### src/rtl/print_uart.sv
// print_uart: word FIFO feeding an 8N1 UART transmitter, bytes sent LSB-byte first.
// Define PRINT_SKIP_NULL_EN to suppress frames for 8'h00 bytes.
module print_uart #(
  parameter int CLK_FREQ   = 50000000,
  parameter int BAUD_RATE  = 115200,
  parameter int FIFO_DEPTH = 16
) (
  input  logic        clk,
  input  logic        start,
  input  logic        print_en,
  input  logic [31:0] print_data,
  output logic        tx,
  output logic        busy,
  output logic        overflow
);

  localparam int DIV = CLK_FREQ / BAUD_RATE;
  localparam int AW  = $clog2(FIFO_DEPTH);
  localparam int CW  = (DIV > 1) ? $clog2(DIV) : 1;

  localparam logic [1:0] S_IDLE  = 2'd0;
  localparam logic [1:0] S_START = 2'd1;
  localparam logic [1:0] S_DATA  = 2'd2;
  localparam logic [1:0] S_STOP  = 2'd3;

  if (DIV < 2) begin : g_div_chk
    $error("print_uart: CLK_FREQ / BAUD_RATE must be >= 2");
  end

  logic [31:0]   mem [FIFO_DEPTH];
  logic [AW:0]   wp, rp;
  logic          empty, full, pop, push;
  logic [31:0]   head;

  logic [1:0]    state;
  logic [CW-1:0] cnt;
  logic [2:0]    bit_idx;
  logic [1:0]    byte_idx;
  logic [31:0]   shreg;
  logic          last;

  logic [31:0]   cand;
  logic          more;
  logic [1:0]    skip;
  logic [1:0]    base;

  assign empty = (wp == rp);
  assign full  = (wp[AW] != rp[AW]) && (wp[AW-1:0] == rp[AW-1:0]);
  assign pop   = (state == S_IDLE) && !empty;
  assign push  = print_en && (!full || pop);
  assign head  = mem[rp[AW-1:0]];
  assign last  = (cnt == CW'(DIV - 1));
  assign base  = (state == S_IDLE) ? 2'd0 : byte_idx + 2'd1;

  // cand holds the next byte to send in [7:0]; shifted-in zeros mark the end
  always_comb begin
    cand = (state == S_IDLE) ? head : shreg;
    skip = 2'd0;
`ifdef PRINT_SKIP_NULL_EN
    more = (cand != 32'd0);
    if (cand[7:0] != 8'd0)
      skip = 2'd0;
    else if (cand[15:8] != 8'd0)
      skip = 2'd1;
    else if (cand[23:16] != 8'd0)
      skip = 2'd2;
    else
      skip = 2'd3;
`else
    more = (state == S_IDLE) || (byte_idx != 2'd3);
`endif
  end

  always_ff @(posedge clk) begin
    if (push)
      mem[wp[AW-1:0]] <= print_data;
  end

  always_ff @(posedge clk or negedge start) begin
    if (!start) begin
      wp       <= '0;
      rp       <= '0;
      state    <= S_IDLE;
      cnt      <= '0;
      bit_idx  <= '0;
      byte_idx <= '0;
      shreg    <= '0;
      tx       <= 1'b1;
      busy     <= 1'b0;
      overflow <= 1'b0;
    end else begin
      busy <= !empty || (state != S_IDLE);
      if (push)
        wp <= wp + 1'b1;
      if (pop)
        rp <= rp + 1'b1;
      if (print_en && full && !pop)
        overflow <= 1'b1;
      unique case (state)
        S_IDLE: begin
          if (pop && more) begin
            shreg    <= cand >> {skip, 3'b000};
            byte_idx <= base + skip;
            cnt      <= '0;
            tx       <= 1'b0;
            state    <= S_START;
          end
        end
        S_START: begin
          if (last) begin
            cnt     <= '0;
            bit_idx <= '0;
            tx      <= shreg[0];
            state   <= S_DATA;
          end else begin
            cnt <= cnt + 1'b1;
          end
        end
        S_DATA: begin
          if (last) begin
            cnt   <= '0;
            shreg <= shreg >> 1;
            if (bit_idx == 3'd7) begin
              tx    <= 1'b1;
              state <= S_STOP;
            end else begin
              bit_idx <= bit_idx + 1'b1;
              tx      <= shreg[1];
            end
          end else begin
            cnt <= cnt + 1'b1;
          end
        end
        S_STOP: begin
          if (last) begin
            cnt <= '0;
            if (more) begin
              shreg    <= cand >> {skip, 3'b000};
              byte_idx <= base + skip;
              tx       <= 1'b0;
              state    <= S_START;
            end else begin
              state <= S_IDLE;
            end
          end else begin
            cnt <= cnt + 1'b1;
          end
        end
        default: state <= S_IDLE;
      endcase
    end
  end

endmodule

### config.mk
export PLATFORM = sky130hd
export DESIGN_NAME = print_uart
export DESIGN_NICKNAME = d
export VERILOG_FILES = /design/src/rtl/print_uart.sv
export SDC_FILE = /design/constraint.sdc
export NUM_CORES = 1
export LEC_CHECK = 0
export BUFFER_PORTS_ARGS = -buffer_cell sky130_fd_sc_hd__buf_2
export CORE_ASPECT_RATIO = 2
export CORE_UTILIZATION = 29
export DETAILED_ROUTE_END_ITERATION = 8
export GPL_ROUTABILITY_DRIVEN = 1
export PLACE_DENSITY = 0.47
export SYNTH_ARGS = -nofsm -noshare
export SYNTH_HDL_FRONTEND = slang
export SYNTH_SLANG_ARGS = --single-unit
### constraint.sdc
create_clock -name clk -period 6.18 [get_ports clk]
set_input_delay 0.618 -clock clk [delete_from_list [all_inputs] [get_ports clk]]
set_output_delay 0.618 -clock clk [all_outputs]
set_load 0.005 [all_outputs]
==> reports/metrics.cfg, run 1 <==
[global_route]
grt_overflow=0
grt_max_degree=62
antenna_found_initial=4
grt_pass1_wl_um=81100
grt_pass1_vias=11942
grt_usage=0.142

[timing]
fin_ws_ns=2.45
min_period_ns=3.73
finalSetupViolations=0
hold_viol=0
slew_headroom=0.287
drv_slew=0
worst_hold_slack_ns=0.234
rsz0062_at_grt=false
fmax_mhz=268
finalCritPeriodShare=0.603
fin_worst_skew_ns=0.0168
worst_pin_slew_ns=1.07
tns_ns=0

[clock_network]
htreeDepth=2
cts_resized=0
cts_sinks=573
cts.path.max_buffers=3
cts_inserted_buffers=50
cts-root-buf=clkbuf_16
clkTransAtPathRegs_ns=0.07
ctsHoldBuffers=0
clock_latency_ns=0.59
cts_tree=yes
cts_setup_buffers=0

[synth]
synth-main-ff-cell=edfxtp_1
netlist_top_cells_area=edfxtp_1 (68%), mux4_2 (9.4%), dfrtp_1 (6.7%), mux2i_1 (2.9%), a22o_1 (1.2%)
synth_enable_flop_cells=512
synth_cells=1166
seq_area_frac_synth=0.750
syn-cell-area_um2=22500
ys_ff_latch=573
synth_top_area_share=0.682
async_reset_ff_frac=0.106
syn_area_per_cell_um2=19.3
synth_fp_nets=1216
ys_warn_count=0
synth_cell_types=55
synth.largest_area_cell=edfxtp_1

[placed_design]
hpwlAfterDp_um=33000
routabilityCongestion=0.755
port_buffers=37
dpl_worst_slack_ns=2.41
placed_area_um2=24000

[floorplan]
die_w_um=199
coreArea_um2=76900
io_pins=38
num_rows=144
dieArea_um2=78900
dieHeight_um=396
initial_core_util=0.293

[critical_path]
worstPathRequired_ns=6.65
critPathLaunchType=register
reg2reg_slack_ns=2.45
cp-end-kind=register
crit_path_max_fanout=46
crit_arrival_ns=4.20
crit_type=reg -> reg

[routing]
wire_per_inst_um=23.9
remaining_drc_errors=0
firstDrtPassIters=5
drtAntennaViolNets=0
routed_wl_um=54500
routed_via_density=4.86
drt_iter0_markers=890
num_vias=11084

[final_layout]
area_growth_pct=13.7
fin_util=0.333
drive_gt1_frac=0.226
final_cell_area_um2=25600
nNetsFinal=1269

[pwr]
p_leak_nw=8.29
power_density_nw_per_um2=449
vdd_drop_max_mv=0.193

[run_status]
status=completed

[run]
drv_cap=0

[worst_hold_path]
min_path_type=in -> async

==> critical path: stages (launching register included) <==
cell	delay (ns)
dfrtp_4	0.85
xor2_1	0.16
nor4_2	0.41
and3_1	0.22
buf_4	0.41
inv_2	0.12
nand2b_1	0.68
buf_4	0.37
mux2_2	0.35
==> Yosys cell counts (16+ instances only) <==
master	n
dfrtp_1	60
edfxtp_1	512
o31ai_1	34
o21ai_0	51
clkbuf_1	32
nor2_1	54
nand2_1	21
mux4_2	94
a22o_1	32
mux2i_1	65
o22ai_1	33
a2111oi_0	16
buf_2	22
==> metrics by stage <==
stage | instances | total power [mW]
after global routing | 2283 | 12.0
after global placement | 2189 | 8.51
after detailed placement | 2189 | 8.52
after CTS | 2282 | 11.7
final | 2283 | 11.5
after floorplan | 1166 | 7.34
==> placed cells by master (no fill, tap or decap), drive strengths merged, types with 2 or more instances in the layout <==
master      n
inv        15
a2bb2oi     2
o21ai      51
a2111oi    33
dfrtp      60
xnor2       8
mux2        6
clkinvlp    3
a22o       32
nand3       4
o22ai      33
xor2        5
nand2      21
ha         15
nor4        3
clkbuf     57
o31ai      36
nand2b      4
nor2       54
nand4       3
nor2b       6
a22oi       3
o41ai       2
bufinv      5
nor3        7
a21boi      2
buf        72
edfxtp    512
mux2i      65
a21oi       5
and3        3
clkinv     25
mux4       94
==> registers in the layout, summed over array words and instances (netlist names) <==
signal and count:
overflow 1, cnt 9, busy 1, bit_idx 3
state 2, rp 5, tx 1, shreg 32
mem 512, byte_idx 2, wp 5
==> per-layer routing <==
metal / vias up / wire [um] / GRT usage
met5: - / 22 / 0
met4: 4 / 1340 / 0.0444
met3: 72 / 1620 / 0.0164
met2: 179 / 29900 / 0.265
met1: 5933 / 21600 / 0.166
li1: 4896 / - / -
==> final cells by class <==
cell class,instances,area (um^2)
fillers,7289,51300
flip-flops and latches,573,16900
multi-input cells,510,5310
clock buffers,57,1310
well taps,1022,1280
repair buffers,72,448
clock inverters,36,313
inverters,12,45.0
diodes,1,2.50
==> worst paths after layout <==
kind / startpoint / endpoint / depth (start not counted)
worst max-delay path: rp[0] / shreg[31] / 8
worst min-delay path: start / shreg[24] / 2
worst max register to register: rp[0] / shreg[31] / 8
worst min register to register: tx / tx / 2
max in group asynchronous: start / rp[2] / 2
min in group clk: print_data[20] / mem[2][20] / 1
==> cells by family after synthesis <==
kind of cell | share of synthesized area
compound gates | 0.0677
xor+xnor | 0.00505
fa+ha+maj | 0.00833
buf+inv | 0.0194
flops | 0.750
mux | 0.126
simple gates | 0.0235
==> power by group <==
group          switching (mW)  internal (mW)  leakage (nW)  total, mW
registers               0.379           4.74          5.38       5.11
clock network            1.43           1.74         0.797       3.17
logic                    1.88           1.34          2.11       3.22
Note: power is estimated with default switching activity, not from simulation.
==> inputs of run 2 (changes only) <==
- clock period: 6.18 -> 3.45 ns (I/O delays scaled with it)
==> run 2 against run 1 <==
Net effect:
- first-iteration DRC count fell by 11%
- utilization rose by 0.34 points
- sequential share of layout area fell by 0.68 points
- sequential power rose by 74%
- sequential cell count did not move
- combinational power rose by 90%
- die area did not move
- count of clock-buffer cells in the layout rose by 10
- worst setup slack got worse by 1.8 ns
- cell count rose by 0.26%
- non-clock buffer count rose by 8
- power rose by 78%
==> reports/metrics.cfg, run 2 (synthesis gave the netlist of run 1 again) <==
[run_status]
status=completed

[timing]
fmax_mhz=359
fin_ws_ns=0.665
tns_ns=0
min_period_ns=2.78
rsz0062_at_grt=false
finalCritPeriodShare=0.807
worst_hold_slack_ns=0.136
worst_pin_slew_ns=0.946
slew_headroom=0.370
fin_worst_skew_ns=0.0171
hold_viol=0
drv_slew=0
finalSetupViolations=0

[clock_network]
clkTransAtPathRegs_ns=0.07
htreeDepth=2
cts_inserted_buffers=50
cts_resized=0
cts_tree=yes
cts_sinks=573
clock_latency_ns=0.58
cts-root-buf=clkbuf_16
cts.path.max_buffers=3

[routing]
wire_per_inst_um=23.1
routed_via_density=4.82
drt_iter0_markers=795
firstDrtPassIters=5
drtAntennaViolNets=0
remaining_drc_errors=0
num_vias=11037
routed_wl_um=52900

[global_route]
grt_max_degree=73
grt_pass1_wl_um=79900
grt_overflow=0
grt_usage=0.139
grt_pass1_vias=12147
antenna_found_initial=1

[pwr]
vdd_drop_max_mv=0.542
power_mw=20.5
power_density_nw_per_um2=790
clkPwrFrac=0.267
swShare=0.313
cell_internal_pwr_mw=14.1
p_seq_frac=0.433
power_switching_mw=6.40
combPwrFrac=0.299
p_leak_nw=8.36

[critical_path]
crit_start=state[0]
crit_arrival_ns=3.05
rr_worst_depth=7
critPathLaunchType=register
cp-end-kind=register
reg2reg_slack_ns=0.67
crit_path_max_fanout=32
rr_startpoint=state[0]
r2r_end=mem[1][7]
crit_type=reg -> reg
endpoint=mem[1][7]
worstPathRequired_ns=3.71

[final_layout]
final_cell_mix=edfxtp_1 (512), mux4_2 (94), mux2i_1 (65)
largest_reg_flops=512
area_growth_pct=14.9
finalNonFillerCells=2289
final_common_cell=edfxtp_1
nNetsFinal=1277
drive_gt1_frac=0.224

[floorplan]
num_rows=144
die_w_um=199
dieArea_um2=78900
initial_core_util=0.293
coreArea_um2=76900
io_pins=38
dieHeight_um=396

[placed_design]
hpwlAfterDp_um=32700
routabilityCongestion=0.750
dpl_worst_slack_ns=0.625
port_buffers=37
dp_cells=2196

[worst_hold_path]
min_path_type=in -> reg

[run]
drv_cap=0

-- run 2: cell types whose count changed in the layout (fill, tap and decap cells not counted), sizes merged --
cell	before	now
buf	72	79
bufinv	5	3
clkbuf	57	67
clkinv	25	17
dlygate4sd3	0	1
inv	15	13
-- run 2: power groups by stage --
stage	sequential [mW]	clock, mW	combinational [mW]
2_1_floorplan	8.84	0	4.32
3_3_place_gp	8.99	0	6.25
3_5_place_dp	9.02	0	6.29
4_1_cts	8.87	5.64	6.30
5_1_grt	8.95	5.86	6.66
6_report	8.87	5.47	6.12
-- run 2: per-layer routing --
layer  global-route usage  up-vias  share of wire
li1                     -     4904              -
met1                0.163     5895           0.40
met2                0.259      158           0.55
met3               0.0180       78          0.029
met4               0.0426        2          0.024
met5                    0        -        0.00015
-- run 2: area by class of cell --
cell class	count	area (um^2)
Antenna cell	1	2.50
Clock buffer	67	1360
Clock inverter	24	203
Tap cell	1022	1280
Fill cell	7228	51000
Inverter	12	45.0
Timing Repair Buffer	80	751
Multi-Input combinational cell	510	5340
Sequential cell	573	16900
-- run 2: repair_timing --
action	4_1_cts	5_1_grt
endpoints found under the setup margin	0	0
endpoints found under the hold margin	60	0
hold buffers	1	0
setup buffers	0	0
-- run 2: worst min path at each step --
stage                  start          to  slack (ns)  cells after the start
global route        print_en    overflow        0.12                      2
global placement       rp[4]       rp[4]        0.48                      1
CTS                 print_en    overflow        0.11                      2
floorplan              start  bit_idx[0]        0.05                      0
finish              print_en    overflow        0.14                      2
detailed placement        tx          tx        0.49                      2
-- run 2: worst max-delay path: stages (launching register included) --
cell	delay (ns)
dfrtp_1	0.41
inv_1	0.14
ha_1	0.24
nor2_1	0.08
a21boi_1	0.63
nand2_1	0.41
nor3_4	0.26
buf_12	0.27
-- run 2: per-stage QoR --
step | instance area (um^2) | utilization
CTS | 25900 | 0.336
floorplan | 22600 | -
global placement | 24300 | 0.316
global route | 25900 | 0.336
detailed placement | 24300 | 0.316
finish | 25900 | 0.337
==> inputs of run 3 (changes only) <==
- PLACE_DENSITY: 0.47 -> 0.48
- clock period: 3.45 -> 2.28 ns (I/O delays scaled with it)
==> run 3 against run 2 <==
Net effect:
- sequential power grew 50%
- register-to-register slack lost 0.64 ns
- count of clock-buffer cells in the layout shrank 8
- utilization grew 2.6 points
- clock skew grew 0.0071 ns
- fmax grew 24%
- critical path depth shrank 1
- first-iteration DRC count shrank 24%
- clock power grew 59%
- power grew 71%
- wire length grew 12%
- final area grew 7.8%
- largest cell class unchanged
==> reports/metrics.cfg, run 3 (synthesis gave the netlist of run 1 again) <==
[run_status]
status=completed

[critical_path]
crit_path_max_fanout=7
rr_worst_depth=6
crit_type=reg -> reg
worstPathRequired_ns=2.74
cp-end-kind=register
crit_arrival_ns=2.71
critPathLaunchType=register
rr_startpoint=rp[0]
reg2reg_slack_ns=0.03
r2r_end=shreg[26]

[routing]
drtAntennaViolNets=0
routed_via_density=4.88
num_vias=11653
routed_wl_um=59400
remaining_drc_errors=0
wire_per_inst_um=24.9
drt_iter0_markers=606
firstDrtPassIters=4

[timing]
slew_headroom=0.430
tns_ns=0
finalSetupViolations=0
drv_slew=0
finalCritPeriodShare=0.989
fmax_mhz=444
hold_viol=0
worst_pin_slew_ns=0.854
min_period_ns=2.25
fin_worst_skew_ns=0.0242
rsz0062_at_grt=true

[floorplan]
io_pins=38
dieArea_um2=78900
num_rows=144
coreArea_um2=76900
die_w_um=199
dieHeight_um=396
initial_core_util=0.293

[final_layout]
final_cell_mix=edfxtp_1 (512), mux4_2 (94), buf_4 (72)
drive_gt1_frac=0.324
nNetsFinal=1373
largest_reg_flops=512
fill_cells=7117
finalNonFillerCells=2386
final_common_cell=edfxtp_1
area_growth_pct=23.8
fin_util=0.363

[pwr]
power_mw=34.9
p_seq_frac=0.382
power_switching_mw=11.1
cell_internal_pwr_mw=23.8
combPwrFrac=0.368
swShare=0.317
power_density_nw_per_um2=1250
clkPwrFrac=0.250
vdd_drop_max_mv=0.640
p_leak_nw=9.25

[global_route]
grt_max_degree=40
met2_usage=0.304
antenna_found_initial=5
grt_usage=0.150
grt_busiest_layer=met2
grt_pass1_wl_um=84900
use_met3=0.0164
grt_overflow=0
grt_use_met1=0.153
grt_pass1_vias=12510

[placed_design]
port_buffers=37
dp_cells=2273
routabilityCongestion=0.770
hpwlAfterDp_um=38200

[worst_hold_path]
min_from=print_data[10]
min_path_cells=1
hold_path_end=mem[1][10]
min_path_type=in -> reg

[run]
drv_cap=0

[clock_network]
cts_tree=yes
htreeDepth=2
cts_inserted_buffers=48
clock_latency_ns=0.60
cts_sinks=573
cts.path.max_buffers=3
cts-root-buf=clkbuf_16
clkTransAtPathRegs_ns=0.07

[run 3: cell types whose count changed in the layout (fill, tap and decap cells not counted), moves of 6 or more]
cell       previous run  this run
a2111oi_0            16         1
a2111oi_1            13         1
a2111oi_2             3        13
clkbuf_16            51        57
clkbuf_1             14         6
a2111oi_4             1        18
buf_4                24        72
buf_12               19        53
[run 3: layer usage]
layer / vias to the layer above / wire length [um]
met1: 6254 / 20500
met3: 109 / 1730
met5: - / 36
met2: 178 / 35000
li1: 5106 / -
met4: 6 / 2120
[run 3: how the worst max path moves through the flow]
stage              from   endpoint  slack [ns]  depth (start not counted)
2_1_floorplan  state[1]  mem[0][0]       -0.32                          7
3_3_place_gp      rp[0]   shreg[0]       -0.44                          6
3_5_place_dp      rp[0]   shreg[0]       -0.38                          6
4_1_cts           rp[0]  shreg[29]       -0.06                          6
5_1_grt           rp[0]  mem[5][6]       -0.06                          9
6_report          rp[0]  shreg[26]        0.03                          6
[run 3: metrics by stage]
stage	area (um^2)	hold slack, ns	setup slack [ns]
floorplan	22700	-0.0676	-0.320
global placement	25300	0.301	-0.441
detailed placement	25300	0.302	-0.379
CTS	27300	0.000102	-0.0571
global route	27900	0.0161	-0.0557
finish	27900	0.0296	0.0262
[run 3: critical path, cell delays in order, from the launching register on]
cell	delay [ns]
dfrtp_4	0.55
buf_12	0.19
buf_12	0.14
mux4_2	0.59
a22o_1	0.24
a2111oi_2	0.28
o31ai_1	0.12
[run 3: power by group through the flow]
stage	Clock, mW	Combinational (mW)	Sequential, mW
after floorplan	0	6.80	13.3
after global placement	0	11.2	13.5
after detailed placement	0	11.2	13.5
after CTS	8.98	11.8	13.3
after global routing	9.26	13.7	13.4
final	8.72	12.8	13.3
[run 3: cell type report]
cell class | count | area [um^2] | share of cell area
Sequential cell | 573 | 16900 | 0.606
Timing Repair Buffer | 178 | 2120 | 0.0760
Clock inverter | 31 | 350 | 0.0126
Inverter | 12 | 48.8 | 0.00175
Clock buffer | 59 | 1320 | 0.0471
Multi-Input combinational cell | 510 | 5870 | 0.211
Tap cell | 1022 | 1280 | 0.0458
Antenna cell | 1 | 2.50 | 0.0000897
[run 3: what timing repair did]
action | in CTS | in global routing
gates cloned | 1 | 7
setup buffers | 5 | 9
hold endpoints to repair | 35 | 0
setup endpoints to repair | 191 | 127
hold buffers | 2 | 0
pin swaps | 2 | 20
gates resized for setup | 32 | 58
